==> src/rtl/freq_meter_if.sv <==
// Measurement bus for freq_meter: the signal under test, control inputs and the result outputs.
// FREQ_METER_PERIOD_EN adds the period result. GATE_W/CNT_W must match the attached freq_meter.
interface freq_meter_if #(
    parameter int GATE_W = 32,
    parameter int CNT_W  = 32
);
    logic              sig_in;
    logic [GATE_W-1:0] gate_len;
    logic              start;
    logic              continuous;
    logic              busy;
    logic              done;
    logic [CNT_W-1:0]  edge_count;
    logic              overflow;
`ifdef FREQ_METER_PERIOD_EN
    logic [CNT_W-1:0]  period;
`endif

    modport master (
        output sig_in, gate_len, start, continuous,
`ifdef FREQ_METER_PERIOD_EN
        input  period,
`endif
        input  busy, done, edge_count, overflow
    );

    modport slave (
        input  sig_in, gate_len, start, continuous,
`ifdef FREQ_METER_PERIOD_EN
        output period,
`endif
        output busy, done, edge_count, overflow
    );
endinterface

==> src/rtl/freq_meter.sv <==
// Gated frequency meter: counts synchronised rising edges of sig_in over gate_len clk_in cycles.
// Optional FREQ_METER_PERIOD_EN also reports the clk_in cycles between the last two counted rises.
//
// state    | meaning
// IDLE     | waiting for start with a non-zero gate_len
// MEASURE  | window open, rises accumulated, gate counter running down
// DONE     | one-cycle result strobe, re-arms when continuous is set
module freq_meter #(
    parameter int GATE_W      = 32,
    parameter int CNT_W       = 32,
    parameter int SYNC_STAGES = 2
) (
    input  logic         i_clk_in,
    input  logic         i_reset,
    freq_meter_if.slave  io_bus
);
    localparam int SYNC_N = (SYNC_STAGES < 2) ? 2 : SYNC_STAGES;

    localparam logic [1:0] ST_IDLE    = 2'd0;
    localparam logic [1:0] ST_MEASURE = 2'd1;
    localparam logic [1:0] ST_DONE    = 2'd2;

    logic [1:0]        r_state;
    logic [SYNC_N-1:0] r_sync;
    logic              r_hist;
    logic [GATE_W-1:0] r_gate_ctr;
    logic [CNT_W-1:0]  r_acc;
    logic              r_ovf;
    logic [CNT_W-1:0]  r_edge_count;
    logic              r_overflow;

    logic              w_rise;
    logic              w_acc_full;
    logic [CNT_W-1:0]  w_acc_nxt;
    logic              w_ovf_nxt;
    logic              w_open;
    logic              w_last;

    // Synchroniser and edge history run in every state so the first window cycle sees valid history.
    always_ff @(posedge i_clk_in) begin
        if (!i_reset) begin
            r_sync <= '0;
            r_hist <= 1'b0;
        end else begin
            r_sync <= {r_sync[SYNC_N-2:0], io_bus.sig_in};
            r_hist <= r_sync[SYNC_N-1];
        end
    end

    assign w_rise     = r_sync[SYNC_N-1] & ~r_hist;
    assign w_acc_full = &r_acc;
    assign w_acc_nxt  = (w_rise && !w_acc_full) ? r_acc + CNT_W'(1) : r_acc;
    // Overflow flags a rise that could not be counted because the accumulator was already full.
    assign w_ovf_nxt  = r_ovf | (w_rise & w_acc_full);

    assign w_open = (io_bus.gate_len != '0) &&
                    (((r_state == ST_IDLE) && io_bus.start) ||
                     ((r_state == ST_DONE) && io_bus.continuous));
    assign w_last = (r_state == ST_MEASURE) && (r_gate_ctr == GATE_W'(1));

    always_ff @(posedge i_clk_in) begin
        if (!i_reset) begin
            r_state      <= ST_IDLE;
            r_gate_ctr   <= '0;
            r_acc        <= '0;
            r_ovf        <= 1'b0;
            r_edge_count <= '0;
            r_overflow   <= 1'b0;
        end else begin
            case (r_state)
                ST_IDLE, ST_DONE: begin
                    if (w_open) begin
                        r_state    <= ST_MEASURE;
                        r_gate_ctr <= io_bus.gate_len;
                        r_acc      <= '0;
                        r_ovf      <= 1'b0;
                    end else begin
                        r_state    <= ST_IDLE;
                    end
                end
                ST_MEASURE: begin
                    r_acc      <= w_acc_nxt;
                    r_ovf      <= w_ovf_nxt;
                    r_gate_ctr <= r_gate_ctr - GATE_W'(1);
                    if (w_last) begin
                        r_state      <= ST_DONE;
                        r_edge_count <= w_acc_nxt;
                        r_overflow   <= w_ovf_nxt;
                    end
                end
                default: r_state <= ST_IDLE;
            endcase
        end
    end

    assign io_bus.busy       = (r_state != ST_IDLE);
    assign io_bus.done       = (r_state == ST_DONE);
    assign io_bus.edge_count = r_edge_count;
    assign io_bus.overflow   = r_overflow;

`ifdef FREQ_METER_PERIOD_EN
    logic [CNT_W-1:0] r_per_ctr;
    logic [CNT_W-1:0] r_per_last;
    logic [CNT_W-1:0] r_period;
    logic             w_per_take;

    // A rise only closes a period when an earlier rise in this window was already counted.
    assign w_per_take = w_rise && (r_acc != '0);

    always_ff @(posedge i_clk_in) begin
        if (!i_reset) begin
            r_per_ctr  <= '0;
            r_per_last <= '0;
            r_period   <= '0;
        end else if (w_open) begin
            r_per_ctr  <= '0;
            r_per_last <= '0;
        end else if (r_state == ST_MEASURE) begin
            if (w_rise) begin
                r_per_ctr <= CNT_W'(1);
            end else if (!(&r_per_ctr)) begin
                r_per_ctr <= r_per_ctr + CNT_W'(1);
            end
            if (w_per_take) begin
                r_per_last <= r_per_ctr;
            end
            if (w_last) begin
                r_period <= w_per_take ? r_per_ctr : r_per_last;
            end
        end
    end

    assign io_bus.period = r_period;
`endif
endmodule

==> src/flat_wrapper.sv <==
// flat-port wrapper written by rule: the top's interface ports become plain ports
module freq_meter_flat 
#(
    parameter int GATE_W      = 32,
    parameter int CNT_W       = 32,
    parameter int SYNC_STAGES = 2
)
  (i_clk_in, i_reset, io_bus_sig_in, io_bus_gate_len, io_bus_start, io_bus_continuous, io_bus_busy, io_bus_done, io_bus_edge_count, io_bus_overflow);
  freq_meter_if #(.GATE_W(GATE_W), .CNT_W(CNT_W)) io_bus_i ();
  input  logic i_clk_in;
  input  logic i_reset;
  input wire logic [$bits(io_bus_i.sig_in)-1:0] io_bus_sig_in;
  input wire logic [$bits(io_bus_i.gate_len)-1:0] io_bus_gate_len;
  input wire logic [$bits(io_bus_i.start)-1:0] io_bus_start;
  input wire logic [$bits(io_bus_i.continuous)-1:0] io_bus_continuous;
  output wire logic [$bits(io_bus_i.busy)-1:0] io_bus_busy;
  output wire logic [$bits(io_bus_i.done)-1:0] io_bus_done;
  output wire logic [$bits(io_bus_i.edge_count)-1:0] io_bus_edge_count;
  output wire logic [$bits(io_bus_i.overflow)-1:0] io_bus_overflow;
  assign io_bus_i.sig_in = io_bus_sig_in;
  assign io_bus_i.gate_len = io_bus_gate_len;
  assign io_bus_i.start = io_bus_start;
  assign io_bus_i.continuous = io_bus_continuous;
  assign io_bus_busy = io_bus_i.busy;
  assign io_bus_done = io_bus_i.done;
  assign io_bus_edge_count = io_bus_i.edge_count;
  assign io_bus_overflow = io_bus_i.overflow;
  freq_meter #(.GATE_W(GATE_W), .CNT_W(CNT_W), .SYNC_STAGES(SYNC_STAGES)) u_core (.i_clk_in(i_clk_in), .i_reset(i_reset), .io_bus(io_bus_i));
endmodule
==> config.mk <==
export PLATFORM = sky130hd
export DESIGN_NAME = freq_meter_flat
export DESIGN_NICKNAME = d
export VERILOG_FILES = /design/src/rtl/freq_meter_if.sv /design/src/rtl/freq_meter.sv /design/src/flat_wrapper.sv
export SDC_FILE = /design/constraint.sdc
export NUM_CORES = 1
export LEC_CHECK = 0
export CORE_ASPECT_RATIO = 1.1
export CORE_MARGIN = 2
export CORE_UTILIZATION = 29
export DETAILED_ROUTE_END_ITERATION = 16
export GPL_ROUTABILITY_DRIVEN = 0
export PLACE_DENSITY = 0.55
export SLEW_MARGIN = 40
export SYNTH_ARGS = -nofsm -noshare
export SYNTH_HDL_FRONTEND = slang
export SYNTH_SLANG_ARGS = --single-unit
==> constraint.sdc <==
create_clock -name i_clk_in -period 2.7 [get_ports i_clk_in]
set_clock_uncertainty 0.2 [all_clocks]
set_input_delay 0.81 -clock i_clk_in [delete_from_list [all_inputs] [get_ports i_clk_in]]
set_output_delay 0.81 -clock i_clk_in [all_outputs]
set_load 0.005 [all_outputs]
==> impl_results.md, run 1 <==
- Vias after detailed routing: 5,339
- Setup repair after global routing missed its margin: true
- Core outline area: 17,700 um2
- Total number of yosys warnings: 0
- Pin count of the biggest net entering global routing: 52
- Number of global-route vias before repair: 5,205
- Top cells by instance count after synthesis: 103 x sky130_fd_sc_hd__dfxtp_1, 69 x sky130_fd_sc_hd__a21oi_1, 54 x sky130_fd_sc_hd__nand2_1
- Number of distinct library cells after synthesis: 60
- Layout cell share with drive strength beyond 1: 16.3%
- Leak: 0.00258 uW
- Total number of H-tree levels: 3
- Maximum fanout count along the critical path: 8
- Router iterations before antenna repair: 4
- Worst Setup Start Kind: primary input
- Routed wire length per instance: 15.4 um
- Total Power: 3380 uW
- Minimum period implied by the final worst setup slack: 2.60 ns
- Fin. Hold Viols: 0
- Most frequently used cell type in the post-synthesis netlist: sky130_fd_sc_hd__dfxtp_1
- Number of antenna repair diodes: 0
- Count of flip-flops with a built-in enable after synthesis: 0
- Cell type with the highest aggregate area in the netlist: sky130_fd_sc_hd__dfxtp_1
- Number of slew-limit violations in the final report: 0
- CTS tree: done
- Number of DRC violations after detailed-routing iteration 0: 257
- Initial Util: 29.7%
- Post-synthesis net count: 698
- Final count of negative-setup-slack endpoints: 0
- Highest clock rate: 0.384 GHz
- Vias per cell: 5.21
- Path category of the worst min-delay check: flip-flop to flip-flop
- Num rows: 51
- Largest cells by area after synthesis: sky130_fd_sc_hd__dfxtp_1 39%, sky130_fd_sc_hd__a21oi_1 6.5%, sky130_fd_sc_hd__o21ai_0 4.1%
- Max Cap Viol: 0
- Antenna violations before repair: 0
- Buffers on Ports: 71
- Global router's overall resource usage: 16.1%
- Horiz. Die Dim: 133 um
- # placed instances: 1,006
- DP Wirelength: 11,700 um
- Post-synth ARST share: 0%
- Total die area: 19,300 um2
- Number of nets with antenna violations after routing: 0
- Synth Instances: 658
- PD cells: 469 nW/um2
- Number of nets in the finished design: 822
- Combined area of all synthesized cells: 5280 um2
- Setup slack of the most critical reg-to-reg path: 0.15 ns
- Worst slew margin relative to its limit: 67.3%
- Library cell used as clock root buffer: sky130_fd_sc_hd__clkbuf_16
- Global-route wire length before repair: 25,500 um
- Critical Path Sink Type: flip-flop
- Wirelength, routed: 15,800 um
- Per-instance average area after synthesis: 8.02 um2
- Clock sink count: 103
- Portion of the clock cycle consumed by the worst path in the final layout: 96.4%
- I/O pin total: 72
- Final non-filler cell total: 1,025
- Remaining routing DRC violations: 0
- Worst hold slack: 0.255 ns
- Clock-pin slew reported for the worst setup and hold paths after clock tree synthesis: 0.07 ns
- Worst Max-Slew Pin Slew: 0.487 ns
- Chip height: 145 um
- Longest Clk Path Bufs: 2
- Share of Yosys cell area claimed by the top area cell type: 39.1%
- Result of the run: finished clean
- Total Negative Setup Slacks: 0 ns
- Data required time at the worst endpoint: 2.80 ns
- Clk Latency, worst-skew pair: 0.36 ns
- Most used DFF post-synth: sky130_fd_sc_hd__dfxtp_1
- Sum of overflow across all layers after global routing: 0
- Number of synthesized register bits: 103
- Portion of the post-synthesis area used by sequential elements: 39.1%
- Total CTS buffers: 9
- Startpoint-to-endpoint class of the critical path: primary input to flip-flop
- Layout area overhead: 36.7%
- Arrival time at the worst endpoint: 2.70 ns
- Hold Buf Count CTS: 0
- Worst ir drop on vdd: 0.000321 V
-- worst paths after layout --
check                                          start                                 end  depth (start not counted)
setup / recovery                 io_bus_gate_len[12]  u_core.r_gate_ctr[19]$_SDFFE_PN0P_                          9
hold / removal           u_core.r_sync[0]$_SDFF_PN0_         u_core.r_sync[1]$_SDFF_PN0_                          1
setup reg to reg  u_core.r_gate_ctr[15]$_SDFFE_PN0P_  u_core.r_gate_ctr[22]$_SDFFE_PN0P_                          7
hold reg to reg          u_core.r_sync[0]$_SDFF_PN0_         u_core.r_sync[1]$_SDFF_PN0_                          1
-- repair_timing --
action | in CTS | in global routing
cloned | 0 | 1
setup buffers | 1 | 1
resized for setup | 17 | 27
endpoints found under the setup margin | 34 | 59
pin swaps | 5 | 10
hold endpoints to repair | 0 | 0
-- state kept, by name (all words and copies together), names as in the netlist --
signal                    count
u_core.io_bus.edge_count     32
u_core.io_bus.overflow        1
u_core.r_acc                 32
u_core.r_gate_ctr            32
u_core.r_hist                 1
u_core.r_ovf                  1
u_core.r_state                2
u_core.r_sync                 2
-- layout make-up --
type	count	area [um2]
clock inverters	5	35.0
inverters	10	37.5
well taps	238	298
clock buffers	11	233
flip-flops and latches	103	2060
multi-input cells	501	3110
repair buffers	157	1440
fillers	1842	10500
-- worst max-delay path, stage by stage --
cell	delay [ns]
sky130_fd_sc_hd__clkdlybuf4s50_1	0.44
sky130_fd_sc_hd__nor4_2	0.23
sky130_fd_sc_hd__nand4_1	0.20
sky130_fd_sc_hd__buf_4	0.19
sky130_fd_sc_hd__o21ai_4	0.20
sky130_fd_sc_hd__buf_6	0.16
sky130_fd_sc_hd__nand2_1	0.06
sky130_fd_sc_hd__mux2_2	0.28
sky130_fd_sc_hd__a21oi_2	0.12
-- placed cells by master (no fill, tap or decap), types with 8 or more instances in the layout --
master                              n
sky130_fd_sc_hd__a31oi_1           24
sky130_fd_sc_hd__and2_1            10
sky130_fd_sc_hd__nand2_1           54
sky130_fd_sc_hd__and4_1             9
sky130_fd_sc_hd__nor3_1            17
sky130_fd_sc_hd__a21oi_1           68
sky130_fd_sc_hd__clkbuf_16          9
sky130_fd_sc_hd__dlygate4sd2_1      9
sky130_fd_sc_hd__o211ai_1           8
sky130_fd_sc_hd__nand3_1           27
sky130_fd_sc_hd__nor4_2             9
sky130_fd_sc_hd__nand4_1           16
sky130_fd_sc_hd__o31ai_1           10
sky130_fd_sc_hd__dfxtp_1          103
sky130_fd_sc_hd__dlymetal6s2s_1    14
sky130_fd_sc_hd__clkdlybuf4s50_1   48
sky130_fd_sc_hd__xor2_1            18
sky130_fd_sc_hd__buf_4             79
sky130_fd_sc_hd__xnor2_1           14
sky130_fd_sc_hd__inv_1             10
sky130_fd_sc_hd__a211oi_1          24
sky130_fd_sc_hd__or3_1             17
sky130_fd_sc_hd__o21ai_0           43
sky130_fd_sc_hd__nor2_1            52
sky130_fd_sc_hd__nand2b_1          10
-- logic make-up after synthesis --
group / after synthesis / synth area share [%]
fa+ha+maj: 3 / 0.712
compound gates: 208 / 24.4
mux: 3 / 0.617
buf+inv: 54 / 4.17
flops: 103 / 39.1
xor+xnor: 32 / 5.31
simple gates: 255 / 25.7
-- report_power, final --
group / leakage (uW) / switching (uW) / total, uW / internal, uW
clock network: 0.000129 / 588 / 1210 / 626
logic: 0.00162 / 293 / 549 / 255
registers: 0.000836 / 52.2 / 1620 / 1560
-- per-stage QoR --
| stage | util [%] | instance area, um2 | worst slack [ns] |
|---|---|---|---|
| after floorplan | - | 5280 | 0.0222 |
| after global placement | 38.3 | 6790 | -0.476 |
| after detailed placement | 38.3 | 6790 | -0.537 |
| after CTS | 40.0 | 7100 | 0.0197 |
| after global routing | 40.6 | 7210 | -0.0298 |
| final | 40.6 | 7210 | 0.0964 |
-- metal layers --
metal / vias to the layer above / part of all wire (%) / track usage [%]
li1: 2698 / - / -
met1: 2508 / 42 / 18.8
met2: 109 / 51 / 29.0
met3: 24 / 3.9 / 2.23
met4: 0 / 2.9 / 7.58
met5: - / 0 / 0
No activity file was read; power rests on OpenSTA's default activity.
==> inputs of run 2 (changes only) <==
ABC_AREA = 1   (was not set)
PLACE_DENSITY = 0.54   (was 0.55)
==> run 2 against run 1 <==
Utilization is 3.5 points lower. Fmax is 1.7% higher. Die area is 21% higher. First-iteration DRC count is 21% higher. Wire length is 22% higher. Sequential share of layout area is 3.2 points lower. Total power is 9.0% higher. Worst setup slack better by 0.044 ns. Synthesized cell count is 66% higher. Final cell count is 46% higher. Highest routed layer unchanged.
==> impl_results.md, run 2 <==
- Result of the run: finished clean (unchanged)
- Per-instance average area after synthesis: 5.87 um2 (was 8.02 um2)
- Number of slew-limit violations in the final report: 0 (unchanged)
- Buffers on Ports: 71 (unchanged)
- Sum of overflow across all layers after global routing: 0 (unchanged)
- Path category of the worst min-delay check: flip-flop to flip-flop (unchanged)
- Setup slack of the most critical reg-to-reg path: 0.36 ns (was 0.15 ns)
- Most common cell type on the critical path: sky130_fd_sc_hd__nor2_1
- Minimum period implied by the final worst setup slack: 2.56 ns (was 2.60 ns)
- Layout area overhead: 26.8% (was 36.7%)
- PD cells: 453 nW/um2 (was 469 nW/um2)
- Library cell used as clock root buffer: sky130_fd_sc_hd__clkbuf_16 (unchanged)
- Num rows: 57 (was 51)
- Setup repair after global routing missed its margin: false (was true)
- Portion of the clock cycle consumed by the worst path in the final layout: 94.8% (was 96.4%)
- Comb power frac: 20.6% (was 16.2%)
- Core outline area: 21,900 um2 (was 17,700 um2)
- Proportion of power drawn by the clock network: 35.4% (was 35.9%)
- Count of flip-flops with a built-in enable after synthesis: 0 (unchanged)
- Cell depth of the worst min-delay path: 2 (was 1)
- Final count of negative-setup-slack endpoints: 0 (unchanged)
- Largest stage delay on the critical path: 0.42 ns (was 0.44 ns)
- Router iterations before antenna repair: 5 (was 4)
- Worst Max-Slew Pin Slew: 0.677 ns (was 0.487 ns)
- Highest-count cells in the layout ignoring fill and taps: 382 x sky130_fd_sc_hd__nand2_1, 163 x sky130_fd_sc_hd__nor2_1, 112 x sky130_fd_sc_hd__inv_1, 103 x sky130_fd_sc_hd__dfxtp_1, 83 x sky130_fd_sc_hd__nand3_1 (was 103 x sky130_fd_sc_hd__dfxtp_1, 79 x sky130_fd_sc_hd__buf_4, 68 x sky130_fd_sc_hd__a21oi_1, 54 x sky130_fd_sc_hd__nand2_1, 52 x sky130_fd_sc_hd__nor2_1)
- Remaining routing DRC violations: 0 (unchanged)
- Longest Clk Path Bufs: 2 (unchanged)
- Total number of yosys warnings: 0 (unchanged)
- Fillers: 2,502 (was 1,842)
- Antenna violations before repair: 0 (unchanged)
- Crit Reg-Reg Endpoint: u_core.io_bus.edge_count[17]$_SDFFE_PN0P_ (was u_core.r_gate_ctr[22]$_SDFFE_PN0P_)
- Synth Instances: 1,091 (was 658)
- Vias after detailed routing: 6,802 (was 5,339)
- Worst ir drop on vdd: 0.000259 V (was 0.000321 V)
- Start point of the critical path: io_bus_gate_len[5] (was io_bus_gate_len[12])
- Slowest CP cell: sky130_fd_sc_hd__clkdlybuf4s50_1 (unchanged)
- Pre-CTS setup slack: -0.269 ns (was -0.537 ns)
- Pin count of the biggest net entering global routing: 39 (was 52)
- Fin. Hold Viols: 0 (unchanged)
- Number of antenna repair diodes: 0 (unchanged)
- Net switching power: 1110 uW (was 934 uW)
- Worst hold slack: 0.218 ns (was 0.255 ns)
- Clock-pin slew reported for the worst setup and hold paths after clock tree synthesis: 0.07 ns (about the same)
- Number of nets with antenna violations after routing: 0 (unchanged)
- Sink of the worst hold path: u_core.r_sync[1]$_SDFF_PN0_ (unchanged)
- Sw frac: 30.0% (was 27.6%)
- Total Power: 3680 uW (was 3380 uW)
- Number of DRC violations after detailed-routing iteration 0: 312 (was 257)
- Chip height: 160 um (was 145 um)
- Top cells by instance count after synthesis: 383 x sky130_fd_sc_hd__nand2_1, 167 x sky130_fd_sc_hd__nor2_1, 113 x sky130_fd_sc_hd__inv_1 (was 103 x sky130_fd_sc_hd__dfxtp_1, 69 x sky130_fd_sc_hd__a21oi_1, 54 x sky130_fd_sc_hd__nand2_1)
- Total die area: 23,300 um2 (was 19,300 um2)
- Leak: 0.00343 uW (was 0.00258 uW)
- Post-synthesis net count: 1,131 (was 698)
- Sequential cell area: 2060 um2 (unchanged)
- Most frequently used cell type in the post-synthesis netlist: sky130_fd_sc_hd__nand2_1 (was sky130_fd_sc_hd__dfxtp_1)
- Cell type with the highest aggregate area in the netlist: sky130_fd_sc_hd__dfxtp_1 (unchanged)
- Arrival time at the worst endpoint: 2.65 ns (was 2.70 ns)
- Hold Buf Count CTS: 0 (unchanged)
- Post-synth ARST share: 0% (unchanged)
- Number of nets in the finished design: 1,235 (was 822)
- Portion of the post-synthesis area used by sequential elements: 32.2% (was 39.1%)
- Worst Reg2Reg Path Length in Cells: 9 (was 7)
- Layout cell share with drive strength beyond 1: 9.52% (was 16.3%)
- Final core utilization: 37.1% (was 40.6%)
- Combined area of all synthesized cells: 6400 um2 (was 5280 um2)
- Total Negative Setup Slacks: 0 ns (unchanged)
- Startpoint-to-endpoint class of the critical path: primary input to flip-flop (unchanged)
- Wirelength, routed: 19,200 um (was 15,800 um)
- Maximum fanout count along the critical path: 11 (was 8)
- Number of synthesized register bits: 103 (unchanged)
- Clock sink count: 103 (unchanged)
- Launch instance of the worst min-delay path: u_core.r_sync[0]$_SDFF_PN0_ (unchanged)
- Most used DFF post-synth: sky130_fd_sc_hd__dfxtp_1 (unchanged)
- Total number of H-tree levels: 3 (unchanged)
- Global router's overall resource usage: 16.5% (was 16.1%)
- Setup WS post-layout: 0.140 ns (was 0.0964 ns)
- Data required time at the worst endpoint: 2.79 ns (was 2.80 ns)
- Worst slew margin relative to its limit: 54.5% (was 67.3%)
- Total area of multi-input combinational cells: 3700 um2 (was 3110 um2)
- Total CTS buffers: 9 (unchanged)
- Global-route wire length before repair: 31,500 um (was 25,500 um)
- Horiz. Die Dim: 146 um (was 133 um)
- Highest clock rate: 0.391 GHz (was 0.384 GHz)
- Number of distinct library cells after synthesis: 34 (was 60)
- I/O pin total: 72 (unchanged)
- Share of Yosys cell area claimed by the top area cell type: 32.2% (was 39.1%)
- Clk Latency, worst-skew pair: 0.36 ns (about the same)
- Critical Path Sink Type: flip-flop (unchanged)
- Worst flop-to-flop path startpoint: u_core.r_gate_ctr[8]$_SDFFE_PN0P_ (was u_core.r_gate_ctr[15]$_SDFFE_PN0P_)
- CTS tree: done (unchanged)
- Ordered list of cells on the worst path: clkdlybuf4s50_1 > nor2_1 > nand2_1 > nor2_1 > nand2_1 > nor2_1 > nor2_1 > buf_12 > nor2_4 > buf_4 > clkbuf_16 > nand2_1 > a21oi_1 (was clkdlybuf4s50_1 > nor4_2 > nand4_1 > buf_4 > o21ai_4 > buf_6 > nand2_1 > mux2_2 > a21oi_2)
- Vias per cell: 4.56 (was 5.21)
- Cell internal pwr: 2580 uW (was 2440 uW)
- Max Cap Viol: 0 (unchanged)
- Most common cell after layout, fill and taps aside: sky130_fd_sc_hd__nand2_1 (was sky130_fd_sc_hd__dfxtp_1)
- Number of global-route vias before repair: 6,381 (was 5,205)
- DP Wirelength: 14,500 um (was 11,700 um)
- Worst Setup Start Kind: primary input (unchanged)
- Largest cells by area after synthesis: sky130_fd_sc_hd__dfxtp_1 32%, sky130_fd_sc_hd__nand2_1 22%, sky130_fd_sc_hd__nor2_1 9.8% (was sky130_fd_sc_hd__dfxtp_1 39%, sky130_fd_sc_hd__a21oi_1 6.5%, sky130_fd_sc_hd__o21ai_0 4.1%)
- Initial Util: 29.3% (was 29.7%)
- Routed wire length per instance: 12.9 um (was 15.4 um)
- Relative contribution of sequential cells to total power: 43.9% (was 47.8%)
-- run 2: cell count changes after synthesis, sizes merged, moves of 18 or more --
cell and change:
nor4 -18, a31oi -24, nand2 +346, nor2 +121, inv +104, or3 -18
a211oi -25, nand3 +55
-- run 2: through the flow --
stage          area, um2  std cells
2_1_floorplan       6400       1091
3_3_place_gp        7750       1474
3_5_place_dp        7750       1474
4_1_cts             8040       1488
5_1_grt             8120       1493
6_report            8120       1493
-- run 2: cell families after synthesis --
kind of cell               share of synthesized area (%)
adders and majority gates                          0.586
AOI/OAI and AO/OA                                   11.7
DFF                                                 32.2
and+or+nand+nor                                     43.7
buffers and inverters                               10.4
xor gates and xnor gates                            1.50
-- run 2: worst max path at each step --
stage	endpoint	cells after the start
after floorplan	u_core.r_gate_ctr[4]$_SDFFE_PN0P_	9
after global placement	u_core.r_gate_ctr[28]$_SDFFE_PN0P_	14
after detailed placement	u_core.r_gate_ctr[26]$_SDFFE_PN0P_	14
after CTS	u_core.r_gate_ctr[26]$_SDFFE_PN0P_	14
after global routing	u_core.r_acc[24]$_SDFFE_PN0P_	13
final	u_core.r_acc[2]$_SDFFE_PN0P_	13
-- run 2: worst max-delay path: cells and delay by family --
| kind | cells | cell delay [ns] |
|---|---|---|
| buffers and inverters | 4 | 0.87 |
| AOI/OAI and AO/OA | 1 | 0.14 |
| and+or+nand+nor | 8 | 0.84 |
-- run 2: layout make-up --
cell class	instances	area share (%)
Multi-Input combinational cell	834	45.6
Sequential cell	103	25.4
Timing Repair Buffer	133	15.7
Inverter	114	5.27
Tap cell	295	4.54
Clock buffer	14	3.50
-- run 2: metal layers --
layer / track usage, % / wire (um) / up-vias
li1: - / - / 3622
met1: 19.7 / 8570 / 3037
met2: 30.4 / 9750 / 117
met3: 2.37 / 580 / 26
met4: 4.95 / 352 / 0
met5: 0 / 0 / -
-- run 2: what timing repair did --
action	in CTS	in global routing
gates resized for setup	0	4
endpoints found under the setup margin	0	35
buffers inserted	0	3
-- run 2: power groups by stage --
| stage | Combinational, uW | Clock (uW) | Sequential [uW] |
|---|---|---|---|
| after floorplan | 447 | 0 | 1640 |
| after global placement | 725 | 0 | 1650 |
| after detailed placement | 729 | 0 | 1650 |
| after CTS | 732 | 1350 | 1620 |
| after global routing | 848 | 1400 | 1620 |
| final | 760 | 1300 | 1620 |
